[config.mk]
export PLATFORM = sky130hd
export DESIGN_NAME = mmio_responder
export DESIGN_NICKNAME = d
export VERILOG_FILES = /design/src/rtl/mmio_responder.sv
export SDC_FILE = /design/constraint.sdc
export NUM_CORES = 1
export LEC_CHECK = 0
export BUFFER_PORTS_ARGS = -buffer_cell sky130_fd_sc_hd__buf_2
export CORE_UTILIZATION = 53
export CTS_BUF_LIST = sky130_fd_sc_hd__clkbuf_4
export DETAILED_ROUTE_END_ITERATION = 12
export MAX_ROUTING_LAYER = met4
export PLACE_DENSITY = 0.95
export SYNTH_ARGS = -nofsm -noshare
export SYNTH_HDL_FRONTEND = slang
export SYNTH_SLANG_ARGS = --single-unit
[constraint.sdc]
create_clock -name clk -period 8.2 [get_ports clk]
set_input_delay 1.64 -clock clk [delete_from_list [all_inputs] [get_ports clk]]
set_output_delay 1.64 -clock clk [all_outputs]
set_load 0.1 [all_outputs]
[src/rtl/mmio_responder.sv]
// I/O window responder beside data memory: LED register, synchronised switches, debounced button.
// Zero-latency combinational loads; stores and clear-on-read side effects commit on the rising clk edge.
module mmio_responder #(
    parameter logic [31:0] IO_BASE    = 32'hFFFF_FC00,
    parameter int          DEB_CYCLES = 20,
    parameter int          DEB_W      = 5
) (
    input  logic        clk,
    input  logic        rst,
    input  logic [31:0] addr,
    input  logic [31:0] din,
    input  logic        MemRead,
    input  logic        MemWrite,
    input  logic [1:0]  length,
    input  logic        sign,
    input  logic [15:0] switches,
    input  logic        button,
    output logic        hit,
    output logic [31:0] dout,
    output logic [15:0] LED
);

    localparam logic [7:0]       OFF_LED  = 8'h60;
    localparam logic [7:0]       OFF_SW   = 8'h70;
    localparam logic [7:0]       OFF_BTN  = 8'h74;
    localparam logic [DEB_W-1:0] DEB_LAST = DEB_W'(DEB_CYCLES - 1);

    logic [15:0]      led_q;
    logic [15:0]      sw_s1;
    logic [15:0]      sw_s2;
    logic             btn_s1;
    logic             btn_s2;
    logic             deb_lvl;
    logic [DEB_W-1:0] deb_cnt;
    logic             evt_flag;
    logic [7:0]       press_cnt;

    logic [7:0]  reg_off;
    logic        btn_rd;
    logic        led_wr;
    logic        deb_diff;
    logic        deb_done;
    logic        deb_rise;
    logic [31:0] reg_val;
    logic [7:0]  byte_lane;
    logic [15:0] half_lane;
    logic [31:0] rd_dat;

    // Registers are word-aligned; the low address bits only pick the lane.
    assign reg_off  = {addr[7:2], 2'b00};
    assign hit      = (addr[31:8] == IO_BASE[31:8]);
    assign btn_rd   = hit && MemRead && (reg_off == OFF_BTN);
    assign led_wr   = hit && MemWrite && (reg_off == OFF_LED);
    assign deb_diff = (btn_s2 != deb_lvl);
    assign deb_done = deb_diff && (deb_cnt == DEB_LAST);
    assign deb_rise = deb_done && !deb_lvl;
    assign LED      = led_q;

    always_ff @(posedge clk) begin
        if (rst) begin
            sw_s1  <= '0;
            sw_s2  <= '0;
            btn_s1 <= 1'b0;
            btn_s2 <= 1'b0;
        end else begin
            sw_s1  <= switches;
            sw_s2  <= sw_s1;
            btn_s1 <= button;
            btn_s2 <= btn_s1;
        end
    end

    always_ff @(posedge clk) begin
        if (rst) begin
            deb_lvl <= 1'b0;
            deb_cnt <= '0;
        end else if (!deb_diff) begin
            deb_cnt <= '0;
        end else if (deb_done) begin
            deb_lvl <= ~deb_lvl;
            deb_cnt <= '0;
        end else begin
            deb_cnt <= deb_cnt + 1'b1;
        end
    end

    // A new press outranks a simultaneous clear-on-read.
    always_ff @(posedge clk) begin
        if (rst) begin
            evt_flag  <= 1'b0;
            press_cnt <= '0;
        end else if (deb_rise) begin
            evt_flag  <= 1'b1;
            press_cnt <= press_cnt + 1'b1;
        end else if (btn_rd) begin
            evt_flag  <= 1'b0;
        end
    end

    // Byte stores choose the LED half by addr[0] alone, data always from din[7:0].
    always_ff @(posedge clk) begin
        if (rst) begin
            led_q <= '0;
        end else if (led_wr) begin
            if (length == 2'd0) begin
                if (addr[0]) led_q[15:8] <= din[7:0];
                else         led_q[7:0]  <= din[7:0];
            end else begin
                led_q <= din[15:0];
            end
        end
    end

    always_comb begin
        reg_val = '0;
        case (reg_off)
            OFF_LED: reg_val = {16'h0, led_q};
            OFF_SW:  reg_val = {16'h0, sw_s2};
            OFF_BTN: reg_val = {16'h0, press_cnt, 6'h0, evt_flag, deb_lvl};
            default: reg_val = '0;
        endcase
    end

    always_comb begin
        byte_lane = reg_val[7:0];
        case (addr[1:0])
            2'd0: byte_lane = reg_val[7:0];
            2'd1: byte_lane = reg_val[15:8];
            2'd2: byte_lane = reg_val[23:16];
            2'd3: byte_lane = reg_val[31:24];
            default: byte_lane = reg_val[7:0];
        endcase
        half_lane = addr[1] ? reg_val[31:16] : reg_val[15:0];
        rd_dat    = reg_val;
        case (length)
            2'd0: rd_dat = sign ? {{24{byte_lane[7]}}, byte_lane} : {24'h0, byte_lane};
            2'd1: rd_dat = sign ? {{16{half_lane[15]}}, half_lane} : {16'h0, half_lane};
            default: rd_dat = reg_val;
        endcase
    end

    assign dout = hit ? rd_dat : 32'h0;

endmodule

==> results.toml <==
[status]
status = "completed"

[setup_path]
cp.required_ns = 6.56
end_kind = "primary output"
cp-start-kind = "input port"
critical_path_depth = 7
slowest_stage = "a2111oi_2"
cp.arrival_ns = 4.38
worstReg2RegEnd = "press_cnt[2]$_SDFFE_PP0P_"
cp-endpoint = "dout[28]"
cp_max_fo = 25
cp_cell_sequence = "buf_2 > nand3_1 > o32a_1 > o32ai_1 > nand2_1 > a2111oi_2 > buf_2"
rr_worst_depth = 6
critPathBufInv = 2
max_stage_delay_ns = 0.88
crit_family = "compound AO/OA/AOI/OAI gates"
critPathKind = "input port to primary output"
reg2reg_from = "deb_cnt[0]$_SDFF_PP0_"
cpMostUsedCell = "buf_2"
r2r_slack_ns = 6.50
critPathLaunch = "addr[4]"

[sta]
fmax_mhz = 166.1
fin_crit_sh_pct = 73.42
finalSetupTns_ns = 0
period_needed_ns = 6.020
hold_slack_ns = 0.4410
hold_viol = 0
slew-limit-headroom_pct = 32.52
rsz0062_at_grt = "false"
report.final.slew_viol_count = 0
setup-violations-final = 0
clock_skew_ns = 0.004470
tightest_slew_ns = 1.010

[grt]
grt_remaining_overflow = 0
grt_pass1_vias = 2540
grt_antenna_before_repair = 0
grt_max_degree = 62
track_usage_pct = 26.54
grt_pass1_wl_mm = 12.15

[floorplanning]
design.core.area_sq_mm = 0.005574
rows = 27
die_w_um = 78.58
start_util_pct = 55.76
dieArea_sq_mm = 0.006174
die_h_um = 78.58
ioPinCount = 137

[power_and_ir_drop]
comb_power_share_pct = 8.6
p_int_uw = 442.3
seq_power_share_pct = 56.3
switching_share_pct = 23.44
p_clk_share_pct = 35.0
leakage_nw = 1.813
irDropWorstVdd_mv = 0.1291
switchingPower_uw = 135.4
powerDensity_mw_per_mm2 = 154.2

[clock_network]
clk_pin_slew_worst_paths_ns = 0.09
cts_max_level = 3
clock_path_buffers = 2
clock_latency_ns = 0.39
numCtsBuffers = 9
cts_num_sinks = 65
root_buffer = "clkbuf_4"
cts_setup_buffers = 0
cts_tree = "yes"
hold_buffers = 0
postCtsResizedCells = 0

[logic_synthesis]
yosys_warnings = 0
syn-instance-count = 333
async_flop_share_pct = 0
yosys-top-cells-count = "65 x dfxtp_1, 43 x nor2_1, 40 x nor2b_1, 27 x mux2i_1, 17 x buf_4"
synth.distinct_cells = 44
ys_seq_area_share_pct = 41.87
yosysMostFrequentCell = "dfxtp_1"
yosysTopAreaCell = "dfxtp_1"
netlist_area_sq_mm = 0.003108
synth_nets = 423
netlist.area_leader.share_pct = 41.87
synth_area_leaders = "dfxtp_1 42%, mux2i_1 8.7%, nor2b_1 8.1%, nor2_1 5.2%, buf_4 4.1%"
synth_edf_count = 0
synth_flop_cell = "dfxtp_1"
syn_avg_cell_area_sq_um = 9.333
ys_ff_latch = 65

[routing]
wire_per_inst_um = 14.90
drt_pass1_iterations = 5
final_antenna_net_count = 0
routed_via_density = 5.371
drc = 0
wirelength_mm = 7.601
vias = 2739
drt-initial-drc-count = 112

[cells_and_area]
syn_to_final_growth_pct = 20.57
drive_above_1_share_pct = 35.84
nNetsFinal = 523
antennaDiodeCount = 0

[placement]
gp_congestion = 0.8514
hpwl_mm = 5.679
portBuffers = 120

[min_path]
hold_depth = 1
hp-class = "flop to flop"

[run]
maxCapViolCount = 0
[kinds of logic (layout without fill, tap and decap cells)]
family          Yosys count  in the layout  synth area share (%)
compound gates           42             42                 9.461
fa+ha+maj                 2              2                0.8050
mux                      38             38                 12.68
buf+inv                  38            143                 6.804
xor+xnor                 11             11                 3.100
flops                    65             65                 41.87
simple gates            137            137                 25.28
[metrics by stage]
stage                     setup WS (ns)  instance area [sq um]  power, mW  cells  util (%)
after floorplan                  0.4010                   3108     0.3596    333         -
after global placement            2.205                   3613     0.3808    494     64.83
after detailed placement          2.164                   3613     0.3825    494     64.83
after CTS                         2.149                   3747     0.5842    510     67.23
after global routing              1.873                   3747     0.6047    510     67.23
final                             2.180                   3747     0.5778    510     67.23
[layer usage]
metal  up-vias  part of all wire, %  GRT usage, %
li1       1350                    -             -
met1      1233                   41         30.13
met2       146                   51         46.26
met3        10                  7.7         6.395
met4         0                 0.58         7.407
met5         -                    0             -
[power groups by stage]
| stage | clock network, mW | logic [mW] | registers, mW |
|---|---|---|---|
| floorplan | 0 | 0.0277 | 0.332 |
| global placement | 0 | 0.0484 | 0.332 |
| detailed placement | 0 | 0.0497 | 0.333 |
| CTS | 0.209 | 0.0499 | 0.326 |
| global route | 0.224 | 0.0546 | 0.326 |
| finish | 0.202 | 0.0499 | 0.325 |
[worst min-delay path by stage]
| stage | from | endpoint | slack (ns) |
|---|---|---|---|
| 2_1_floorplan | btn_s1$_SDFF_PP0_ | btn_s2$_SDFF_PP0_ | 0.41 |
| 3_3_place_gp | sw_s1[9]$_SDFF_PP0_ | sw_s2[9]$_SDFF_PP0_ | 0.42 |
| 3_5_place_dp | sw_s1[2]$_SDFF_PP0_ | sw_s2[2]$_SDFF_PP0_ | 0.42 |
| 4_1_cts | sw_s1[2]$_SDFF_PP0_ | sw_s2[2]$_SDFF_PP0_ | 0.44 |
| 5_1_grt | sw_s1[14]$_SDFF_PP0_ | sw_s2[14]$_SDFF_PP0_ | 0.46 |
| 6_report | sw_s1[2]$_SDFF_PP0_ | sw_s2[2]$_SDFF_PP0_ | 0.44 |
[sequential cells by signal (all words and copies together) (netlist names)]
signal and count:
press_cnt 8, deb_lvl 1, sw_s1 16, btn_s2 1
deb_cnt 5, LED 16, evt_flag 1, sw_s2 16
btn_s1 1
[layout make-up]
type | count | area, sq um
clock inverter | 6 | 58.81
multi-input combinational | 230 | 1595
timing repair buffer | 120 | 600.6
tap | 72 | 90.09
sequential | 65 | 1301
clock buffer | 10 | 75.07
inverter | 7 | 26.28
fill | 445 | 1827
[cells in the final DEF (no fill, tap or decap), types with 4 or more instances in the layout]
cell,instances
nor2b_1,40
and3_1,4
xnor2_1,4
a21oi_1,14
buf_2,120
nand4_1,7
clkbuf_4,10
nor2_1,43
nor3_1,4
xor2_1,7
o2bb2ai_1,6
mux2_2,11
o21ai_0,4
mux2i_1,27
nand2_1,8
inv_1,7
dfxtp_1,65
nand3_1,9
[worst reg2reg max path: stages (launching register included)]
cell and delay (ns):
dfxtp_1 0.37, ha_1 0.21, and4bb_2 0.29, and3b_1 0.31
nand2_1 0.11, xor2_1 0.20, nor2_1 0.08
Power figures use the tool's default switching activity.
